--- src/rtl/decode_stage.sv ---
// RV32I(+M) decode stage: combinational decode of the incoming word captured into a
// registered output entry backed by a one-entry skid buffer (valid/ready both sides).

package decode_stage_pkg;
    localparam int unsigned XLEN    = 32;
    localparam int unsigned REG_W   = 5;
    localparam int unsigned F3_W    = 3;
    localparam int unsigned ALUOP_W = 5;
    localparam int unsigned CLASS_W = 3;
    localparam int unsigned BMASK_W = 6;

    localparam logic [ALUOP_W-1:0] ALUOP_ADD    = 5'd0;
    localparam logic [ALUOP_W-1:0] ALUOP_SUB    = 5'd1;
    localparam logic [ALUOP_W-1:0] ALUOP_SLL    = 5'd2;
    localparam logic [ALUOP_W-1:0] ALUOP_SLT    = 5'd3;
    localparam logic [ALUOP_W-1:0] ALUOP_SLTU   = 5'd4;
    localparam logic [ALUOP_W-1:0] ALUOP_XOR    = 5'd5;
    localparam logic [ALUOP_W-1:0] ALUOP_SRL    = 5'd6;
    localparam logic [ALUOP_W-1:0] ALUOP_SRA    = 5'd7;
    localparam logic [ALUOP_W-1:0] ALUOP_OR     = 5'd8;
    localparam logic [ALUOP_W-1:0] ALUOP_AND    = 5'd9;
    localparam logic [ALUOP_W-1:0] ALUOP_MUL    = 5'd10;
    localparam logic [ALUOP_W-1:0] ALUOP_MULH   = 5'd11;
    localparam logic [ALUOP_W-1:0] ALUOP_MULHSU = 5'd12;
    localparam logic [ALUOP_W-1:0] ALUOP_MULHU  = 5'd13;
    localparam logic [ALUOP_W-1:0] ALUOP_DIV    = 5'd14;
    localparam logic [ALUOP_W-1:0] ALUOP_DIVU   = 5'd15;
    localparam logic [ALUOP_W-1:0] ALUOP_REM    = 5'd16;
    localparam logic [ALUOP_W-1:0] ALUOP_REMU   = 5'd17;

    localparam logic [CLASS_W-1:0] CLASS_ALU    = 3'd0;
    localparam logic [CLASS_W-1:0] CLASS_LOAD   = 3'd1;
    localparam logic [CLASS_W-1:0] CLASS_STORE  = 3'd2;
    localparam logic [CLASS_W-1:0] CLASS_BRANCH = 3'd3;
    localparam logic [CLASS_W-1:0] CLASS_JUMP   = 3'd4;
    localparam logic [CLASS_W-1:0] CLASS_LUI    = 3'd5;
    localparam logic [CLASS_W-1:0] CLASS_SYS    = 3'd6;
    localparam logic [CLASS_W-1:0] CLASS_TRAP   = 3'd7;

    typedef struct packed {
        logic [XLEN-1:0]    pc;
        logic [REG_W-1:0]   rs1;
        logic [REG_W-1:0]   rs2;
        logic [REG_W-1:0]   rd;
        logic [XLEN-1:0]    imm;
        logic [F3_W-1:0]    funct3;
        logic [ALUOP_W-1:0] aluop;
        logic               s1_pc;
        logic               s2_imm;
        logic [CLASS_W-1:0] cls;
        logic [BMASK_W-1:0] branchmask;
        logic               write_reg;
        logic               illegal;
    } dec_t;
endpackage

module decode_stage
    import decode_stage_pkg::*;
#(
    parameter bit          HAS_MUL  = 1'b1,
    parameter logic [31:0] RESET_PC = 32'h0
) (
    input  logic               I_clk,
    input  logic               I_reset,
    input  logic               I_flush,
    input  logic               I_valid,
    output logic               O_ready,
    input  logic [XLEN-1:0]    I_instr,
    input  logic [XLEN-1:0]    I_pc,
    output logic               O_valid,
    input  logic               I_ready,
    output logic [XLEN-1:0]    O_pc,
    output logic [REG_W-1:0]   O_rs1,
    output logic [REG_W-1:0]   O_rs2,
    output logic [REG_W-1:0]   O_rd,
    output logic [XLEN-1:0]    O_imm,
    output logic [F3_W-1:0]    O_funct3,
    output logic [ALUOP_W-1:0] O_aluop,
    output logic               O_s1_pc,
    output logic               O_s2_imm,
    output logic [CLASS_W-1:0] O_class,
    output logic [BMASK_W-1:0] O_branchmask,
    output logic               O_write_reg,
    output logic               O_illegal
);

    localparam logic [6:0] OPC_LOAD    = 7'b0000011;
    localparam logic [6:0] OPC_STORE   = 7'b0100011;
    localparam logic [6:0] OPC_BRANCH  = 7'b1100011;
    localparam logic [6:0] OPC_JAL     = 7'b1101111;
    localparam logic [6:0] OPC_JALR    = 7'b1100111;
    localparam logic [6:0] OPC_OP      = 7'b0110011;
    localparam logic [6:0] OPC_OPIMM   = 7'b0010011;
    localparam logic [6:0] OPC_LUI     = 7'b0110111;
    localparam logic [6:0] OPC_AUIPC   = 7'b0010111;
    localparam logic [6:0] OPC_MISCMEM = 7'b0001111;
    localparam logic [6:0] OPC_SYSTEM  = 7'b1110011;

    logic [6:0]         opcode;
    logic [F3_W-1:0]    f3;
    logic [6:0]         f7;
    logic [XLEN-1:0]    imm_i, imm_s, imm_b, imm_u, imm_j;
    logic [ALUOP_W-1:0] base_op, mul_op;
    logic [BMASK_W-1:0] bmask;
    dec_t               dec_c;

    assign opcode = I_instr[6:0];
    assign f3     = I_instr[14:12];
    assign f7     = I_instr[31:25];
    assign imm_i  = {{20{I_instr[31]}}, I_instr[31:20]};
    assign imm_s  = {{20{I_instr[31]}}, I_instr[31:25], I_instr[11:7]};
    assign imm_b  = {{19{I_instr[31]}}, I_instr[31], I_instr[7], I_instr[30:25], I_instr[11:8], 1'b0};
    assign imm_u  = {I_instr[31:12], 12'h000};
    assign imm_j  = {{11{I_instr[31]}}, I_instr[31], I_instr[19:12], I_instr[20], I_instr[30:21], 1'b0};

    // Per-funct3 operation tables; bit 30 selects the arithmetic right shift.
    always_comb begin
        base_op = ALUOP_AND;
        mul_op  = ALUOP_REMU;
        bmask   = '0;
        case (f3)
            3'b000:  base_op = ALUOP_ADD;
            3'b001:  base_op = ALUOP_SLL;
            3'b010:  base_op = ALUOP_SLT;
            3'b011:  base_op = ALUOP_SLTU;
            3'b100:  base_op = ALUOP_XOR;
            3'b101:  base_op = I_instr[30] ? ALUOP_SRA : ALUOP_SRL;
            3'b110:  base_op = ALUOP_OR;
            default: base_op = ALUOP_AND;
        endcase
        case (f3)
            3'b000:  mul_op = ALUOP_MUL;
            3'b001:  mul_op = ALUOP_MULH;
            3'b010:  mul_op = ALUOP_MULHSU;
            3'b011:  mul_op = ALUOP_MULHU;
            3'b100:  mul_op = ALUOP_DIV;
            3'b101:  mul_op = ALUOP_DIVU;
            3'b110:  mul_op = ALUOP_REM;
            default: mul_op = ALUOP_REMU;
        endcase
        case (f3)
            3'b000:  bmask = 6'b000001;
            3'b001:  bmask = 6'b000010;
            3'b100:  bmask = 6'b000100;
            3'b101:  bmask = 6'b001000;
            3'b110:  bmask = 6'b010000;
            3'b111:  bmask = 6'b100000;
            default: bmask = '0;
        endcase
    end

    // Full decode with illegal-encoding detection.
    always_comb begin
        dec_c        = '0;
        dec_c.pc     = I_pc;
        dec_c.rs1    = I_instr[19:15];
        dec_c.rs2    = I_instr[24:20];
        dec_c.rd     = I_instr[11:7];
        dec_c.funct3 = f3;
        dec_c.aluop  = ALUOP_ADD;
        dec_c.cls    = CLASS_ALU;
        case (opcode)
            OPC_OP: begin
                case (f7)
                    7'b0000000: dec_c.aluop = base_op;
                    7'b0100000: begin
                        if (f3 == 3'b000)      dec_c.aluop = ALUOP_SUB;
                        else if (f3 == 3'b101) dec_c.aluop = ALUOP_SRA;
                        else                   dec_c.illegal = 1'b1;
                    end
                    7'b0000001: begin
                        dec_c.aluop   = mul_op;
                        dec_c.illegal = !HAS_MUL;
                    end
                    default: dec_c.illegal = 1'b1;
                endcase
            end
            OPC_OPIMM: begin
                dec_c.imm    = imm_i;
                dec_c.s2_imm = 1'b1;
                dec_c.aluop  = base_op;
                if (f3 == 3'b001 && f7 != 7'b0000000)
                    dec_c.illegal = 1'b1;
                if (f3 == 3'b101 && f7 != 7'b0000000 && f7 != 7'b0100000)
                    dec_c.illegal = 1'b1;
            end
            OPC_LOAD: begin
                dec_c.cls     = CLASS_LOAD;
                dec_c.imm     = imm_i;
                dec_c.s2_imm  = 1'b1;
                dec_c.illegal = (f3 == 3'b011) || (f3 == 3'b110) || (f3 == 3'b111);
            end
            OPC_STORE: begin
                dec_c.cls     = CLASS_STORE;
                dec_c.imm     = imm_s;
                dec_c.s2_imm  = 1'b1;
                dec_c.illegal = (f3 >= 3'b011);
            end
            OPC_BRANCH: begin
                dec_c.cls        = CLASS_BRANCH;
                dec_c.imm        = imm_b;
                dec_c.branchmask = bmask;
                dec_c.illegal    = (f3 == 3'b010) || (f3 == 3'b011);
            end
            OPC_JAL: begin
                dec_c.cls    = CLASS_JUMP;
                dec_c.imm    = imm_j;
                dec_c.s1_pc  = 1'b1;
                dec_c.s2_imm = 1'b1;
            end
            OPC_JALR: begin
                dec_c.cls     = CLASS_JUMP;
                dec_c.imm     = imm_i;
                dec_c.s2_imm  = 1'b1;
                dec_c.illegal = (f3 != 3'b000);
            end
            OPC_LUI: begin
                dec_c.cls    = CLASS_LUI;
                dec_c.imm    = imm_u;
                dec_c.s2_imm = 1'b1;
            end
            OPC_AUIPC: begin
                dec_c.imm    = imm_u;
                dec_c.s1_pc  = 1'b1;
                dec_c.s2_imm = 1'b1;
            end
            OPC_MISCMEM, OPC_SYSTEM: begin
                dec_c.cls = CLASS_SYS;
                dec_c.imm = imm_i;
            end
            default: dec_c.illegal = 1'b1;
        endcase
        if (dec_c.illegal) begin
            dec_c.cls        = CLASS_TRAP;
            dec_c.branchmask = '0;
        end
        dec_c.write_reg = !dec_c.illegal && (dec_c.rd != '0) &&
                          (dec_c.cls inside {CLASS_ALU, CLASS_LOAD, CLASS_JUMP, CLASS_LUI});
    end

    logic accept, drain;
    logic main_v_q, main_v_d, skid_v_q, skid_v_d, ready_q, ready_d;
    dec_t main_q, main_d, skid_q, skid_d;

    assign accept = I_valid & ready_q;
    assign drain  = main_v_q & I_ready;

    // Main/skid steering; skid always refills main before any new word.
    always_comb begin
        main_d   = main_q;
        main_v_d = main_v_q;
        skid_d   = skid_q;
        skid_v_d = skid_v_q;
        if (I_flush) begin
            main_v_d = 1'b0;
            skid_v_d = 1'b0;
        end else if (!main_v_q || drain) begin
            if (skid_v_q) begin
                main_d   = skid_q;
                main_v_d = 1'b1;
                skid_v_d = 1'b0;
            end else if (accept) begin
                main_d   = dec_c;
                main_v_d = 1'b1;
            end else begin
                main_v_d = 1'b0;
            end
        end else if (accept) begin
            skid_d   = dec_c;
            skid_v_d = 1'b1;
        end
        ready_d = !skid_v_d;
    end

    always_ff @(posedge I_clk or posedge I_reset) begin
        if (I_reset) begin
            main_v_q    <= 1'b0;
            skid_v_q    <= 1'b0;
            ready_q     <= 1'b1;
            main_q      <= '0;
            main_q.pc   <= RESET_PC;
            skid_q      <= '0;
        end else begin
            main_v_q    <= main_v_d;
            skid_v_q    <= skid_v_d;
            ready_q     <= ready_d;
            main_q      <= main_d;
            skid_q      <= skid_d;
        end
    end

    assign O_ready      = ready_q;
    assign O_valid      = main_v_q;
    assign O_pc         = main_q.pc;
    assign O_rs1        = main_q.rs1;
    assign O_rs2        = main_q.rs2;
    assign O_rd         = main_q.rd;
    assign O_imm        = main_q.imm;
    assign O_funct3     = main_q.funct3;
    assign O_aluop      = main_q.aluop;
    assign O_s1_pc      = main_q.s1_pc;
    assign O_s2_imm     = main_q.s2_imm;
    assign O_class      = main_q.cls;
    assign O_branchmask = main_q.branchmask;
    assign O_write_reg  = main_q.write_reg;
    assign O_illegal    = main_q.illegal;

endmodule

--- config.mk ---
export PLATFORM = sky130hd
export DESIGN_NAME = decode_stage
export DESIGN_NICKNAME = d
export VERILOG_FILES = /design/src/rtl/decode_stage.sv
export SDC_FILE = /design/constraint.sdc
export NUM_CORES = 1
export LEC_CHECK = 0
export ABC_AREA = 1
export CAP_MARGIN = 25
export CELL_PAD_IN_SITES_DETAIL_PLACEMENT = 2
export CELL_PAD_IN_SITES_GLOBAL_PLACEMENT = 2
export CORE_ASPECT_RATIO = 1.75
export CORE_UTILIZATION = 30
export CTS_BUF_LIST = sky130_fd_sc_hd__clkbuf_4 sky130_fd_sc_hd__clkbuf_8
export DETAILED_ROUTE_END_ITERATION = 16
export PLACE_DENSITY = 0.77
export SYNTH_ARGS = -nofsm -noshare
export SYNTH_HDL_FRONTEND = slang
export SYNTH_SLANG_ARGS = --single-unit
export TNS_END_PERCENT = 20
--- constraint.sdc ---
create_clock -name I_clk -period 8.9 [get_ports I_clk]
set_clock_uncertainty 0.05 [all_clocks]
set_input_delay 1.78 -clock I_clk [delete_from_list [all_inputs] [get_ports I_clk]]
set_output_delay 1.78 -clock I_clk [all_outputs]
set_load 0.03 [all_outputs]
Word level (Yosys, flattened, before mapping):

Index checks and enable logic that the tools add are counted.

* bits in registers: 203
* word-level logic and storage cells: 118

* order comparisons: 1
* bitwise gates (word level): 4
* equality and inequality tests: 24
* muxes and demuxes: 29
* reduce and logical (&&, ||, !) cells: 31

Operators with widths (count)
* 100-bit 2-to-1 mux: 2
* 32-bit case mux with 5 select lines: 1
* 6-bit case mux with 6 select lines: 1
* 5-bit case mux with 7 select lines: 1
* 7-bit by 6-bit == test with 1-bit output (second input constant): 4
* 7-bit == test (second input constant): 4
* 4-bit case mux with 7 select lines: 1
* 3-bit == test (second input constant): 6
* 3-bit case mux with 6 select lines: 1
* 5-bit case mux with 3 select lines: 1
* 7-bit by 5-bit == test with 1-bit output (second input constant): 2
* 1-bit 2-to-1 mux: 14
* 5-bit case mux with 2 select lines: 1
* 2-bit OR reduction: 5
* 5-bit OR reduction: 2
* 9-bit 2-to-1 mux: 1
* 7-bit by 1-bit == test with 1-bit output (second input constant): 1
* 7-bit by 2-bit == test with 1-bit output (second input constant): 1
* 7-bit by 4-bit == test with 1-bit output (second input constant): 1
* 7-bit zero test: 1
* 7-bit by 6-bit inequality test with 1-bit output (second input constant): 1
* 1-bit case mux with 7 select lines: 1
* 7-bit nonzero test: 1
* 7-bit OR reduction: 1
* 18 further kinds: 34

Depth between registers and ports, before layout:

* word-level depth: 11
* mapped depth: 13
* mapped depth without buffers: 13

Worst setup path after synthesis:

OpenSTA, ideal clock, no wires.

* path type: input -> register
* from: input port I_instr[1]
* to: register main_q (netlist bit O_imm[12])
* library setup time: 0.117 ns
* slack: 5.855 ns
* stages on the path: 13
* arrival time: 2.878 ns
* data required time: 8.733 ns
* cell sequence: nand2_2 inv_2 nand2_2 nor2_2 nor2_4 nand2_2 nor2_4 nor2_4 a21oi_4 buf_6 nand3_2 nand2_1 nand2_1

* longest elaborated chain between the ends: 5
* elaborated cells between the ends (all ways): 15
* classes of those cells: eq/ne: 10; mux: 3; reduce/logical: 2

Ends and longest elaborated chain
* start, declared: line 68 `input logic [XLEN-1:0] I_instr,`
* 7-bit == test, or another cell as far along: line 162 `case (opcode)`
* 5-bit OR reduction (no source line) / 2-bit OR reduction (equally long branches)
* 32-bit case mux with 5 select lines *: line 162
* 100-bit 2-to-1 mux *: line 262 `end else if (accept) begin`
* 100-bit 2-to-1 mux *: line 258 `if (skid_v_q) begin`
* end signal, assigned: line 287 `main_q <= main_d;`
* end, declared: line 243 `dec_t main_q, main_d, skid_q, skid_d;`

Mark *: on every way between the ends. The rest lies on a longest branch, timed or not. The select of a mux whose other input is x is not followed.
A chain may end at the register's enable or synchronous reset.

Worst setup path in the final report:

* from: input port I_ready
* to: register skid_q[14] (netlist bit)

* longest elaborated chain between the ends: 4

Ends and longest elaborated chain
* start, declared: line 71 `input logic I_ready,`
* 1-bit bitwise AND: line 246 `assign drain = main_v_q & I_ready;`
* 1-bit logical OR: line 257 `end else if (!main_v_q || drain) begin`
* 1-bit inverter (no source line)
* 3-bit AND reduction (no source line)
* end signal, assigned: line 288 `skid_q <= skid_d;`
* end, declared: line 243

Every way passes these cells.

==> metrics.md <==
| Metric | Value |
|---|---|
| Vias after detailed routing | 8573 |
| DR iter-0 viols | 261 |
| Max reg flops | 100 |
| Met3 Routed Length | 1065 um |
| Initial antenna violation count | 2 |
| Tcrit/Tclk final | 53.85% |
| Area growth syn-to-layout | 28.80% |
| Total gr overflow | 0 |
| Crit end category | flop |
| M1 WL | 12420 um |
| DRT Pass-1 Iters | 4 |
| Synth cell types | 34 |
| Crit path max fanout | 79 |
| Yosys top cell area share | 53.10% |
| DR DRC count | 0 |
| Setup Buffers After CTS | 0 |
| Max H-tree Level | 2 |
| CTS resizes | 0 |
| Post-Synth XOR/XNOR Area | 0% |
| Critical Path Source Type | primary input |
| Post-Syn Nets | 1270 |
| Worst-path clk slew | 60 ps |
| LEAKAGE | 6.025 nW |
| Compound-gate portion of the synthesized area | 14.46% |
| Fin area | 12260 um^2 |
| Seq cells post-synth | 203 |
| Worst-Margin Slew | 1014 ps |
| Synth Warn # | 0 |
| Hpwl dp | 21130 um |
| Mapped Cells | 1201 |
| Metal2 WL | 16400 um |
| MaxCap Viol Count | 0 |
| Required time of the critical path | 9230 ps |
| Buffers from clock root to sink, at most | 3 |
| WL/cell | 17.40 um |
| Row count | 86 |
| Max stage delay on crit path | 760 ps |
| Max Fclk | 208.7 MHz |
| CP top delay family | buffers and inverters |
| Slew Limit Fails | 0 |
| Total GRT Usage | 19.74% |
| CP max stage cell | clkinv_2 |
| Crit-path cells | clkdlybuf4s50_1 > nor2_1 > inv_1 > nor2_1 > inv_2 > nor2_4 > buf_4 > clkinv_2 > buf_4 > nand2_1 > o21ai_0 |
| Slew HR | 32.38% |
| Largest net degree at the start of global routing | 98 |
| Main combinational cell family by area after synthesis | simple AND/OR/NAND/NOR gates |
| FF-to-FF setup slack | 5300 ps |
| Critical path arrival | 5120 ps |
| Clock Tree Root | clkbuf_8 |
| Initial Util | 30.40% |
| Placed cells | 1708 |
| Layout Utilization | 39.16% |
| Hold_buf cts | 0 |
| # fillers | 3578 |
| Die width | 136.7 um |
| CP Class | primary input to flop |
| Clk sinks | 203 |
| First-pass GRT wire length | 49940 um |
| Multiplexer share of the synthesized area | 0% |
| RSZ-0062 raised after global routing | no |
| Sequential-to-total area share from yosys stat | 53.38% |
| Mean Syn Cell Area | 7.926 um^2 |
| Max Used Layer | met5 |
| Vias in the first global route | 9451 |
| Fin nets | 1417 |
| Die height | 237.6 um |
| Final Wtd Congestion | 0.7903 |
| Area contributors post-synth | dfrtp_1 53%, nand2_1 15%, o21ai_0 9.0%, nor2_1 3.9%, inv_1 3.5% |
| PortBufs | 170 |
| Pwr Total | 2.663 mW |
| Post-Synth Adder-Cell Area | 0% |
| Pwr Density | 217.2 nW/um^2 |
| Clock latency at the later pin of the worst-skew pair | 520 ps |
| DRT Wirelength | 30760 um |
| CP bufs+invs | 6 |
| Final setup vio count | 0 |
| Via density | 4.849 |
| IO Pins | 171 |
| Largest register by flop count | skid_q |
| Num CTS Buffers | 34 |
| Final min period | 4792 ps |
| Simple-gate share of the synthesized area | 25.05% |
| Routed Antenna Nets | 0 |
| Share of cells above drive strength 1 | 9.190% |
| Core Region | 31310 um^2 |
| Area of the die | 32480 um^2 |
| Type of the most critical hold path | flop to flop |
| Final hold viol count | 0 |
| DP Area | 11530 um^2 |
| Status | finished clean |
| Mapped Area | 9519 um^2 |
| Post-Layout Cell Count | 1768 |
| VDD IR max | 0.09021 mV |
| Setup TNS | 0 ps |
| CTS tree | done |
| Biggest area consumer among synthesized cells | dfrtp_1 |
==> metrics by stage <==
step | worst slack, ps | hold WS [ps]
after floorplan | 1533 | 397.8
after global placement | 3760 | 410.7
after detailed placement | 3587 | 415.8
after CTS | 4130 | 436.6
after global routing | 3725 | 455.8
final | 4108 | 430.3
==> per-layer routing <==
layer / vias to the layer above / GRT usage, %
met5: - / 0
met4: 2 / 6.970
met1: 4254 / 23.10
met3: 49 / 2.815
li1: 4118 / -
met2: 150 / 35.89
==> cell type report <==
class | instances | area [um^2] | share of cell area (%)
multi-input combinational | 828 | 3761 | 30.68
tap | 396 | 495.5 | 4.041
sequential | 203 | 5081 | 41.44
clock buffer | 57 | 721.9 | 5.888
inverter | 102 | 399.1 | 3.255
timing repair buffer | 179 | 1789 | 14.59
antenna | 1 | 2.502 | 0.02041
clock inverter | 2 | 10.01 | 0.08164
==> final timing paths <==
path	from	to	cells after the start
max	I_ready	skid_q[14]$_DFFE_PP0P_	11
max in group asynchronous	I_reset	O_pc[23]$_DFFE_PP0P_	3
min	O_rd[4]$_DFFE_PP0P_	O_rd[4]$_DFFE_PP0P_	2
max reg2reg	skid_v_q$_DFF_PP0_	O_imm[3]$_DFFE_PP0P_	11
min in group asynchronous	I_reset	skid_q[72]$_DFFE_PP0P_	2
min reg2reg	O_rd[4]$_DFFE_PP0P_	O_rd[4]$_DFFE_PP0P_	2
==> worst min-delay path, delay by kind of cell, from the launching register on <==
| kind | cells | cell delay, ps |
|---|---|---|
| flops | 1 | 340 |
| compound gates | 1 | 60 |
| simple gates | 1 | 50 |
==> cell usage after synthesis, drive strengths merged <==
master / n
o21ai: 198
a31oi: 23
o211ai: 4
nor3: 6
buf: 28
a21boi: 6
nor4: 1
a2bb2oi: 1
dfstp: 1
nand3: 51
inv: 101
or2: 11
o22ai: 1
a22oi: 1
clkbuf: 40
nand4: 3
clkinv: 1
nor2: 121
a21oi: 25
nand2: 376
dfrtp: 202
==> power by group <==
part           internal, mW  total (mW)  switching (mW)
logic                 0.234       0.589           0.355
registers              1.09        1.17          0.0859
clock network         0.509       0.899           0.390
total                  1.83        2.66           0.831
==> placed cells by master (no fill, tap or decap), drive strengths merged <==
cell type,netlist,layout
nand2,376,376
dfrtp,202,202
o21ai,198,198
clkdlybuf4s50,0,170
nor2,121,121
inv,101,100
clkbuf,40,57
nand3,51,51
a21oi,25,25
a31oi,23,23
or2,11,11
buf,28,9
nor3,6,6
a21boi,6,6
o211ai,4,4
clkinv,1,4
nand4,3,3
diode,0,1
dfstp,1,1
a2bb2oi,1,1
nor4,1,1
a22oi,1,1
o22ai,1,1
==> cell families after synthesis <==
logic type             after synthesis
AOI/OAI and AO/OA                  259
buffers and inverters              170
DFF                                203
and+or+nand+nor                    569
Power figures use the tool's default switching activity.
